$ cat src/rtl/tristate_bus_arbiter.sv
// Round-robin arbiter driving the enables of N tristate buffers on one shared bus.
// Limits each tenure to MAX_HOLD cycles and inserts TURN_CYC idle cycles between owners.
module tristate_bus_arbiter #(
    parameter int N        = 4,
    parameter int MAX_HOLD = 8,
    parameter int TURN_CYC = 1
) (
    input  logic                 clk,
    input  logic                 rst_n,
    input  logic [N-1:0]         req,
    output logic [N-1:0]         sel,
    output logic [N-1:0]         grant,
    output logic [$clog2(N)-1:0] owner,
    output logic                 bus_busy,
    output logic                 timeout
);

    localparam int OW = $clog2(N);
    localparam int HW = $clog2(MAX_HOLD + 1);
    localparam int TW = $clog2(TURN_CYC + 1);

    localparam logic [1:0] IDLE  = 2'd0;
    localparam logic [1:0] GRANT = 2'd1;
    localparam logic [1:0] TURN  = 2'd2;

    logic [1:0]    state_r, state_s;
    logic [N-1:0]  sel_r, sel_s;
    logic [OW-1:0] owner_r, owner_s;
    logic [OW-1:0] last_r, last_s;
    logic [HW-1:0] hold_r, hold_s;
    logic [TW-1:0] turn_r, turn_s;
    logic          busy_r, busy_s;
    logic          timeout_r, timeout_s;
    logic          found_s;
    logic [OW-1:0] pick_s;
    logic [N-1:0]  onehot_s;

    // Round-robin search starting just after the most recent owner
    always_comb begin
        found_s = 1'b0;
        pick_s  = '0;
        for (int k = 1; k <= N; k++) begin
            if (!found_s && req[OW'((int'(last_r) + k) % N)]) begin
                found_s = 1'b1;
                pick_s  = OW'((int'(last_r) + k) % N);
            end else begin
                found_s = found_s;
            end
        end
        onehot_s = {{(N-1){1'b0}}, 1'b1} << pick_s;
    end

    // Next-state and next-output computation for the IDLE/GRANT/TURN machine
    always_comb begin
        state_s   = state_r;
        sel_s     = sel_r;
        owner_s   = owner_r;
        last_s    = last_r;
        hold_s    = hold_r;
        turn_s    = turn_r;
        busy_s    = busy_r;
        timeout_s = 1'b0;
        case (state_r)
            IDLE: begin
                if (found_s) begin
                    state_s = GRANT;
                    sel_s   = onehot_s;
                    owner_s = pick_s;
                    busy_s  = 1'b1;
                    hold_s  = HW'(1);
                end else begin
                    state_s = IDLE;
                end
            end
            GRANT: begin
                // Release on request drop or tenure expiry; expiry is the only case req is still high
                if (!req[owner_r] || (hold_r == HW'(MAX_HOLD))) begin
                    state_s   = TURN;
                    sel_s     = '0;
                    owner_s   = '0;
                    busy_s    = 1'b0;
                    last_s    = owner_r;
                    hold_s    = '0;
                    turn_s    = TW'(1);
                    timeout_s = req[owner_r];
                end else begin
                    hold_s = hold_r + HW'(1);
                end
            end
            TURN: begin
                if (turn_r == TW'(TURN_CYC)) begin
                    turn_s = '0;
                    if (found_s) begin
                        state_s = GRANT;
                        sel_s   = onehot_s;
                        owner_s = pick_s;
                        busy_s  = 1'b1;
                        hold_s  = HW'(1);
                    end else begin
                        state_s = IDLE;
                    end
                end else begin
                    turn_s = turn_r + TW'(1);
                end
            end
            default: begin
                state_s = IDLE;
                sel_s   = '0;
                owner_s = '0;
                busy_s  = 1'b0;
                hold_s  = '0;
                turn_s  = '0;
            end
        endcase
    end

    // State and output registers; reset releases the bus immediately
    always_ff @(posedge clk or negedge rst_n) begin
        if (!rst_n) begin
            state_r   <= IDLE;
            sel_r     <= '0;
            owner_r   <= '0;
            last_r    <= OW'(N - 1);
            hold_r    <= '0;
            turn_r    <= '0;
            busy_r    <= 1'b0;
            timeout_r <= 1'b0;
        end else begin
            state_r   <= state_s;
            sel_r     <= sel_s;
            owner_r   <= owner_s;
            last_r    <= last_s;
            hold_r    <= hold_s;
            turn_r    <= turn_s;
            busy_r    <= busy_s;
            timeout_r <= timeout_s;
        end
    end

    assign sel      = sel_r;
    assign grant    = sel_r;
    assign owner    = owner_r;
    assign bus_busy = busy_r;
    assign timeout  = timeout_r;

endmodule

$ cat config.mk
export PLATFORM = sky130hd
export DESIGN_NAME = tristate_bus_arbiter
export DESIGN_NICKNAME = d
export VERILOG_FILES = /design/src/rtl/tristate_bus_arbiter.sv
export SDC_FILE = /design/constraint.sdc
export NUM_CORES = 1
export LEC_CHECK = 0
export BUFFER_PORTS_ARGS = -buffer_cell sky130_fd_sc_hd__buf_2
export CORE_MARGIN = 2
export CORE_UTILIZATION = 58
export DETAILED_ROUTE_END_ITERATION = 16
export PLACE_DENSITY = 0.83
export SLEW_MARGIN = 25
export SYNTH_ARGS = -nofsm -noshare
export SYNTH_HDL_FRONTEND = slang
export SYNTH_SLANG_ARGS = --single-unit
$ cat constraint.sdc
create_clock -name clk -period 2.95 [get_ports clk]
set_input_delay 0.1475 -clock clk [delete_from_list [all_inputs] [get_ports clk]]
set_output_delay 0.1475 -clock clk [all_outputs]
set_load 0.02 [all_outputs]
==> impl_results.md, run 1 <==
- Status: complete, no violations
- Slew Limit Fails: 0
- Synth Area in Compound Gates: 20.6%
- All-Layer GR Usage: 21.0%
- Met3 Routed Length: 128 um
- Headroom to the max-slew limit: 72.4%
- Initial antenna violation count: 0
- Mux cell area share after synthesis: 5.51%
- Top-area cell type share of the netlist area: 37.6%
- Worst Reg2Reg Path Length in Cells: 4
- Diodes inserted: 0
- Vias in the first global route: 724
- First-pass GRT wire length: 3.09 mm
- # setup viols final: 0
- CP startpoint kind: register
- Max Freq: 556 MHz
- Mapped Nets: 110
- Critical Path Fanout Max: 6
- Routed metal-1 wirelength: 898 um
- Synth top area cells: dfrtp_1, ha_1, dfstp_2
- RSZ-0062 raised after global routing: no
- #FFs+latches synth: 17
- DIE WIDTH: 45.5 um
- Post-synthesis async set-or-reset flop share: 100%
- Layout cells sized above 1: 29.3%
- IO Count: 18
- Mapped Cells: 98
- Fraction of synthesized cell area in xor and xnor cells: 0%
- Power density over the cells: 1020 nW/um^2
- DR top layer: met4
- Final net count: 129
- Sw Share: 44.8%
- WP data arrival: 1980 ps
- Largest net degree at the start of global routing: 18
- Yosys warns: 0
- Average cell area after synthesis: 10.2 um^2
- Total CTS buffers: 3
- CTS H-Tree Depth: 1
- PnR worst setup slack: 1150 ps
- Pint: 625 uW
- CTS sink count: 17
- Top FF cell, synth: dfrtp_1
- Max VDD drop: 655 uV
- Max-cap viol count: 0
- Routability cong.: 0.846
- Adder-Cell Fraction of Synth Area: 7.52%
- Final instance area: 1110 um^2
- Drt drc: 0
- Final hold slack: 185 ps
- Met2 WL: 893 um
- Die area: 2070 um^2
- Wire per inst: 14.7 um
- Element type at the critical path end: register
- Max clock buf depth: 2
- Total global routing overflow: 0
- Port Buf Inserts: 17
- Hold path cells: 3
- Vias: 793
- Leakage: 0.549 nW
- Final Hold Fails: 0
- Setup TNS: 0 ps
- Sequential share of the synthesized area: 42.9%
- Fin crit share: 61.0%
- Most frequent cells in the layout: buf_2, dfrtp_1, o21ai_0
- Post-CTS Setup Bufs: 0
- Main combinational cell family by area after synthesis: compound AO/OA/AOI/OAI gates
- CTS tree: done
- Cell accounting for the most synthesized area: dfrtp_1
- DRT iter0 DRCs: 18
- WS Path Type: reg2reg
- Standard-cell rows: 14
- CORE AREA: 1560 um^2
- Sw power: 507 uW
- Min-Delay Path Class: in2reg
- DP Area: 1070 um^2
- Root buffer cell: clkbuf_4
- CP required: 3130 ps
- Clock Skew: 2.55 ps
- Slew of the pin with the lowest slew margin: 412 ps
- Worst skew pair latency: 280 ps
- Fin crit period: 1800 ps
- Number of flops mapped to enable cells by yosys: 0
- Antenna viol nets, final: 0
- DP Worst Slack: 1170 ps
- Post-Syn Area: 998 um^2
- Synth cell types: 32
- Commonest non-fill, non-tap cell in the layout: buf_2
- Die Y: 45.5 um
- Area growth, synth to finish: 11.2%
- Post-Route WL: 1.93 mm
- Clk pin slew, worst setup/hold paths: 100 ps
- Initial core utilization: 64.0%
- DRT Pass-1 Iters: 4
- Clock power share: 10.7%
- Combinational share of power: 53.2%
- Vias per std cell: 6.01
- Sequential power share: 36.1%
- Hpwl dp: 1.43 mm
- Post-synthesis simple-gate area fraction: 18.7%
cell usage after synthesis, drive strengths merged, types with 2 or more instances:
master,n
dfrtp,15
and2,2
a21oi,6
a32o,2
a31oi,2
nor2,6
mux2,2
ha,6
nor2b,3
buf,4
o31ai,2
a22o,5
o21ai,9
nand3,3
dfstp,2
and3,2
nand2,8
inv,5
or2,2
nand2b,3
cell type report:
cell class | instances | area (um^2)
clock buffer | 4 | 26.3
fill | 110 | 449
inverter | 5 | 18.8
multi-input combinational | 72 | 522
sequential | 17 | 428
tap | 16 | 20.0
timing repair buffer | 18 | 95.1
kinds of logic after synthesis:
| kind of cell | Yosys count |
|---|---|
| AOI/OAI and AO/OA | 29 |
| adders and majority gates | 6 |
| muxes | 4 |
| buffers and inverters | 9 |
| DFF | 17 |
| and+or+nand+nor | 33 |
power by group through the flow:
stage               Sequential [mW]  Combinational (mW)  Clock, mW
floorplan                     0.453               0.417          0
global placement              0.409               0.573          0
detailed placement            0.413               0.590          0
CTS                           0.409               0.598      0.127
global route                  0.426               0.652      0.135
finish                        0.408               0.603      0.121
path summary, 6_finish.rpt:
kind                              to  startpoint  slack (ps)
setup / recovery            owner[0]    owner[1]        1150
hold / removal              grant[2]      req[2]         190
setup reg to reg            owner[0]    owner[1]        1150
hold reg to reg             grant[1]    grant[1]         520
max in group asynchronous  last_r[0]       rst_n        2340
min in group asynchronous     turn_r       rst_n         300
per-stage QoR:
step / power (mW) / std cells / util [%]
finish: 1.13 / 132 / 71.2
global placement: 0.983 / 127 / 68.9
floorplan: 0.870 / 98 / -
global route: 1.21 / 132 / 71.2
detailed placement: 1.00 / 127 / 68.9
CTS: 1.13 / 132 / 71.2
state kept, by name, indices dropped and copies added, names as in the netlist:
| signal | cells |
|---|---|
| bus_busy | 1 |
| grant | 4 |
| hold_r | 4 |
| last_r | 2 |
| owner | 2 |
| state_r | 2 |
| timeout | 1 |
| turn_r | 1 |
routing by layer:
| metal | vias to the layer above | global-route usage, % |
|---|---|---|
| met2 | 32 | 33.8 |
| met3 | 2 | 3.57 |
| met5 | - | 0 |
| met1 | 373 | 28.4 |
| li1 | 386 | - |
| met4 | 0 | 7.06 |
worst max-delay path, cell delays in order, from the launching register on:
cell and delay [ps]:
dfrtp_1 410, mux4_2 560, and3_4 220, or2_4 270
a22o_1 230
timing repair:
action                    CTS  global route
gates resized for setup     0             0
hold endpoints to repair   15             0
hold buffers                1             0
Power figures use the tool's default switching activity.
==> inputs of run 2 (changes only) <==
Settings changed: CORE_UTILIZATION 58 to 48, PLACE_DENSITY 0.83 to 0.73.
Clock period 2.95 ns to 1.61 ns, I/O delays scaled along.
==> impl_results.md, run 2 (same netlist as run 1, synthesis figures left out) <==
- Initial antenna violation count: 0
- Buf+Inv Stages, Crit Path: 0
- Hpwl dp: 1.54 mm
- Vias in the first global route: 814
- # setup viols final: 8
- PnR worst setup slack: -93.8 ps
- Most frequent cells in the layout: buf_2, dfrtp_1, buf_4
- Initial core utilization: 50.9%
- Vias per std cell: 5.39
- Commonest non-fill, non-tap cell in the layout: buf_2
- CP startpoint kind: register
- DRT iter0 DRCs: 11
- Crit-path leading delay family: multiplexers
- Antenna viol nets, final: 0
- Final Core Density: 65.1%
- Total global routing overflow: 0
- Standard-cell rows: 16
- Drt drc: 0
- Die area: 2460 um^2
- Root buffer cell: clkbuf_4
- Power density over the cells: 1880 nW/um^2
- DIE WIDTH: 49.6 um
- Layout cells sized above 1: 48.4%
- Max clock buf depth: 2
- CP required: 1810 ps
- CTS H-Tree Depth: 1
- Max-cap viol count: 0
- CORE AREA: 1960 um^2
- RSZ-0062 raised after global routing: yes
- Diodes inserted: 0
- Final Hold Fails: 0
- Largest net degree at the start of global routing: 18
- Max stage delay cell, worst path: mux4_2
- Final net count: 141
- Vias: 836
- WP data arrival: 1900 ps
- Routability cong.: 0.820
- Post-Route WL: 2.12 mm
- First-pass GRT wire length: 3.57 mm
- Status: complete, but fails checks
- Largest stage delay, worst path: 540 ps
- DRT Pass-1 Iters: 3
- Area growth, synth to finish: 27.8%
- All-Layer GR Usage: 19.1%
- CTS sink count: 17
- Critical Path Fanout Max: 5
- Slew of the pin with the lowest slew margin: 375 ps
- Port Buf Inserts: 17
- Clk pin slew, worst setup/hold paths: 100 ps
- Max Freq: 587 MHz
- WS Path Type: reg2reg
- Crit path cell chain: mux4_2 -> and3_4 -> or2_4 -> a32o_2
- Fin crit share: 106%
- Slew Limit Fails: 0
- Total CTS buffers: 3
- Worst skew pair latency: 300 ps
- Fill count: 178
- Min-Delay Path Class: in2reg
- Failing checks: negative setup slack
- IO Count: 18
- Headroom to the max-slew limit: 75.0%
- Die Y: 49.6 um
- CTS tree: done
- Wire per inst: 13.7 um
- Fin crit period: 1700 ps
- Element type at the critical path end: register
- DP Worst Slack: -74.4 ps
- Clock Skew: 7.92 ps
- Max VDD drop: 1050 uV
- Leakage: 0.620 nW
-- run 2: routing by layer --
metal / wire (um) / GRT usage, % / vias to the layer above / part of all wire (%)
met5: 0 / 0 / - / 0
met1: 969 / 24.1 / 408 / 46
met3: 62 / 5.45 / 4 / 2.9
met2: 1040 / 32.2 / 10 / 49
met4: 46 / 4.63 / 0 / 2.2
li1: - / - / 414 / -
-- run 2: worst paths after layout --
kind | startpoint | slack (ps) | depth (start not counted) | to
worst max-delay path | owner[1] | -90 | 4 | grant[1]
worst min-delay path | req[2] | 100 | 3 | grant[2]
worst max register to register | owner[1] | -90 | 4 | grant[1]
worst min register to register | grant[2] | 520 | 1 | grant[2]
max in group asynchronous | rst_n | 1060 | 2 | last_r[0]
min in group asynchronous | rst_n | 230 | 2 | hold_r[1]
-- run 2: final cells by class --
type	count	area, um^2	share of cell area (%)
inverters	5	18.8	1.47
repair buffers	30	185	14.5
multi-input cells	72	581	45.5
flip-flops and latches	17	430	33.7
clock buffers	3	22.5	1.76
well taps	27	33.8	2.65
clock inverters	1	5.00	0.392
-- run 2: timing repair --
item / in CTS / in global routing
hold endpoints to repair: 15 / 0
resized for setup: 15 / 9
hold buffers: 1 / 0
endpoints found under the setup margin: 13 / 14
pin swaps: 6 / 3
buffers inserted: 1 / 1
-- run 2: worst min-delay path, delay by kind of cell --
family,cells,cell delay (ps)
AND/OR/NAND/NOR,1,90
buffers and inverters,1,140
AO/OA/AOI/OAI,1,70
-- run 2: stage by stage --
step	total power [mW]	cell area (um^2)	hold WS [ps]	TNS, ps	instances
floorplan	1.60	1000	-215	-516	98
global placement	1.96	1160	22.1	-155	148
detailed placement	2.01	1160	15.3	-304	148
CTS	2.32	1230	96.7	-341	154
global route	2.60	1280	72.5	-983	155
finish	2.40	1280	102	-370	155
-- run 2: where the power goes --
part           switching (mW)  internal [mW]  leakage (nW)
logic                   0.765          0.662         0.387
clock network           0.136         0.0927        0.0177
registers               0.140          0.606         0.215
==> inputs of run 3 (changes only) <==
Settings changed: ABC_AREA set to 1, BUFFER_PORTS_ARGS -buffer_cell sky130_fd_sc_hd__buf_2 to unset, CORE_UTILIZATION 48 to 56, DONT_BUFFER_PORTS set to 1, PLACE_DENSITY 0.73 to 0.74, TNS_END_PERCENT set to 30.
==> impl_results.md, run 3 <==
- Antenna viol nets, final: 0
- Fin crit period: 1720 ps
- Max-cap viol count: 0
- Worst skew pair latency: 310 ps
- Number of flops mapped to enable cells by yosys: 0
- Synth top area cells: dfrtp_1, nand2_1, nand3_1
- CP startpoint kind: register
- Leakage: 0.845 nW
- Final Hold Fails: 0
- WS Path Type: reg2reg
- Average cell area after synthesis: 7.40 um^2
- Min-Delay Path Class: in2reg
- Post-synthesis async set-or-reset flop share: 100%
- Port Buf Inserts: 0
- Mapped Nets: 186
- Total global routing overflow: 0
- Post-synthesis simple-gate area fraction: 41.7%
- Register Area: 428 um^2
- Fraction of synthesized cell area in xor and xnor cells: 1.36%
- # setup viols final: 10
- Root buffer cell: clkbuf_4
- Adder-Cell Fraction of Synth Area: 5.83%
- Initial antenna violation count: 0
- Fin crit share: 107%
- CP required: 1850 ps
- DRT iter0 DRCs: 18
- Dpl cells: 210
- Power density over the cells: 2270 nW/um^2
- Slew of the pin with the lowest slew margin: 744 ps
- #FFs+latches synth: 17
- Synth cell types: 29
- Post-Route WL: 3.15 mm
- DRT Pass-1 Iters: 6
- Max clock buf depth: 2
- Failing checks: negative setup slack
- Vias in the first global route: 1113
- Top-count cell post-synth: nand2_1
- Final net count: 210
- DIE WIDTH: 52.0 um
- Fill count: 171
- CTS H-Tree Depth: 1
- Multi-input gate area: 846 um^2
- Hold path cells: 4
- Die Y: 52.0 um
- Area growth, synth to finish: 26.1%
- Top-area cell type share of the netlist area: 29.2%
- Clock Skew: 9.76 ps
- Initial core utilization: 58.8%
- Post-Syn Area: 1290 um^2
- Top FF cell, synth: dfrtp_1
- Element type at the critical path end: register
- Largest net degree at the start of global routing: 18
- Finished Layout Cells: 225
- Drt drc: 0
- CORE AREA: 2190 um^2
- Worst Reg2Reg Path Length in Cells: 12
- Status: complete, but fails checks
- RSZ-0062 raised after global routing: yes
- Mux cell area share after synthesis: 0%
- Most frequent cells in the layout: nand2_1, nand3_1, inv_1
- Synth Area in Compound Gates: 7.39%
- Main combinational cell family by area after synthesis: simple AND/OR/NAND/NOR gates
- Headroom to the max-slew limit: 50.2%
- Sequential share of the synthesized area: 33.2%
- Standard-cell rows: 17
- Commonest non-fill, non-tap cell in the layout: nand2_1
- Final hold slack: 71.1 ps
- Cell accounting for the most synthesized area: dfrtp_1
- Clk pin slew, worst setup/hold paths: 100 ps
- Diodes inserted: 0
- Critical Path Fanout Max: 5
- CTS sink count: 17
- Vias per std cell: 5.29
- First-pass GRT wire length: 4.89 mm
- Die area: 2700 um^2
- CTS tree: done
- Slew Limit Fails: 0
- Top cells by count, synth: nand2_1, nand3_1, inv_1
- Hpwl dp: 2.03 mm
- Wire per inst: 14.0 um
- Max VDD drop: 1330 uV
- Mapped Cells: 174
- Vias: 1190
- Setup TNS: -649 ps
- Layout cells sized above 1: 39.1%
- Yosys warns: 0
- WP data arrival: 1960 ps
- Max Freq: 582 MHz
- Routability cong.: 0.835
- All-Layer GR Usage: 24.6%
- Total CTS buffers: 3
- PnR worst setup slack: -110 ps
- IO Count: 18
run 3: kinds of logic after synthesis:
logic type      Yosys count
flops                    17
simple gates            104
xor+xnor                  2
buf+inv                  30
fa+ha+maj                 6
compound gates           15
run 3: final timing paths:
kind                            from    endpoint  slack (ps)
max                        last_r[0]    grant[0]        -110
min                           req[2]     timeout          70
max reg2reg                last_r[0]    grant[0]        -110
min reg2reg                   turn_r      turn_r         560
max in group asynchronous      rst_n    grant[0]         870
min in group asynchronous      rst_n  state_r[1]         270
run 3: metal layers:
layer	vias to the layer above	wire, um	GRT usage (%)
li1	597	-	-
met1	567	1280	28.1
met2	21	1740	46.2
met3	5	74	1.72
met4	0	52	10.5
met5	-	0	0
run 3: layout make-up:
type / instances / share of cell area (%)
timing repair buffer: 23 / 11.7
tap: 28 / 2.16
multi-input combinational: 128 / 52.1
clock buffer: 4 / 1.62
sequential: 17 / 26.3
inverter: 25 / 6.09
run 3: repair_timing:
action | CTS | global route
gates cloned | 1 | 0
pin swaps | 7 | 8
hold endpoints to repair | 17 | 0
setup endpoints to repair | 11 | 12
gates resized for setup | 20 | 20
setup buffers | 7 | 2
hold buffers | 1 | 0
run 3: where the power goes:
part           total, mW  internal [mW]  switching [mW]  leakage, nW
Sequential         0.792          0.586           0.206        0.218
Combinational       2.66           1.05            1.61        0.611
Clock              0.245         0.0968           0.148       0.0150
run 3: stage by stage:
stage,setup slack (ps),utilization (%),area [um^2],total power [mW]
after floorplan,104,-,1290,2.34
after global placement,-38.0,62.9,1380,2.76
after detailed placement,-63.0,62.9,1380,2.83
after CTS,-50.7,69.6,1520,3.36
after global routing,-176,74.1,1620,3.98
final,-110,74.1,1620,3.69
run 3: worst max-delay path, cell delays in order, from the launching register on:
cell     delay, ps
dfstp_2        580
buf_6          130
buf_6          100
nand2_1         40
nand2_1         90
nand2_1         80
nand2_2        120
nor2_8          50
nand3_4        100
nand2_4         90
nor2_4         120
nand3_1         80
nand2_1         70
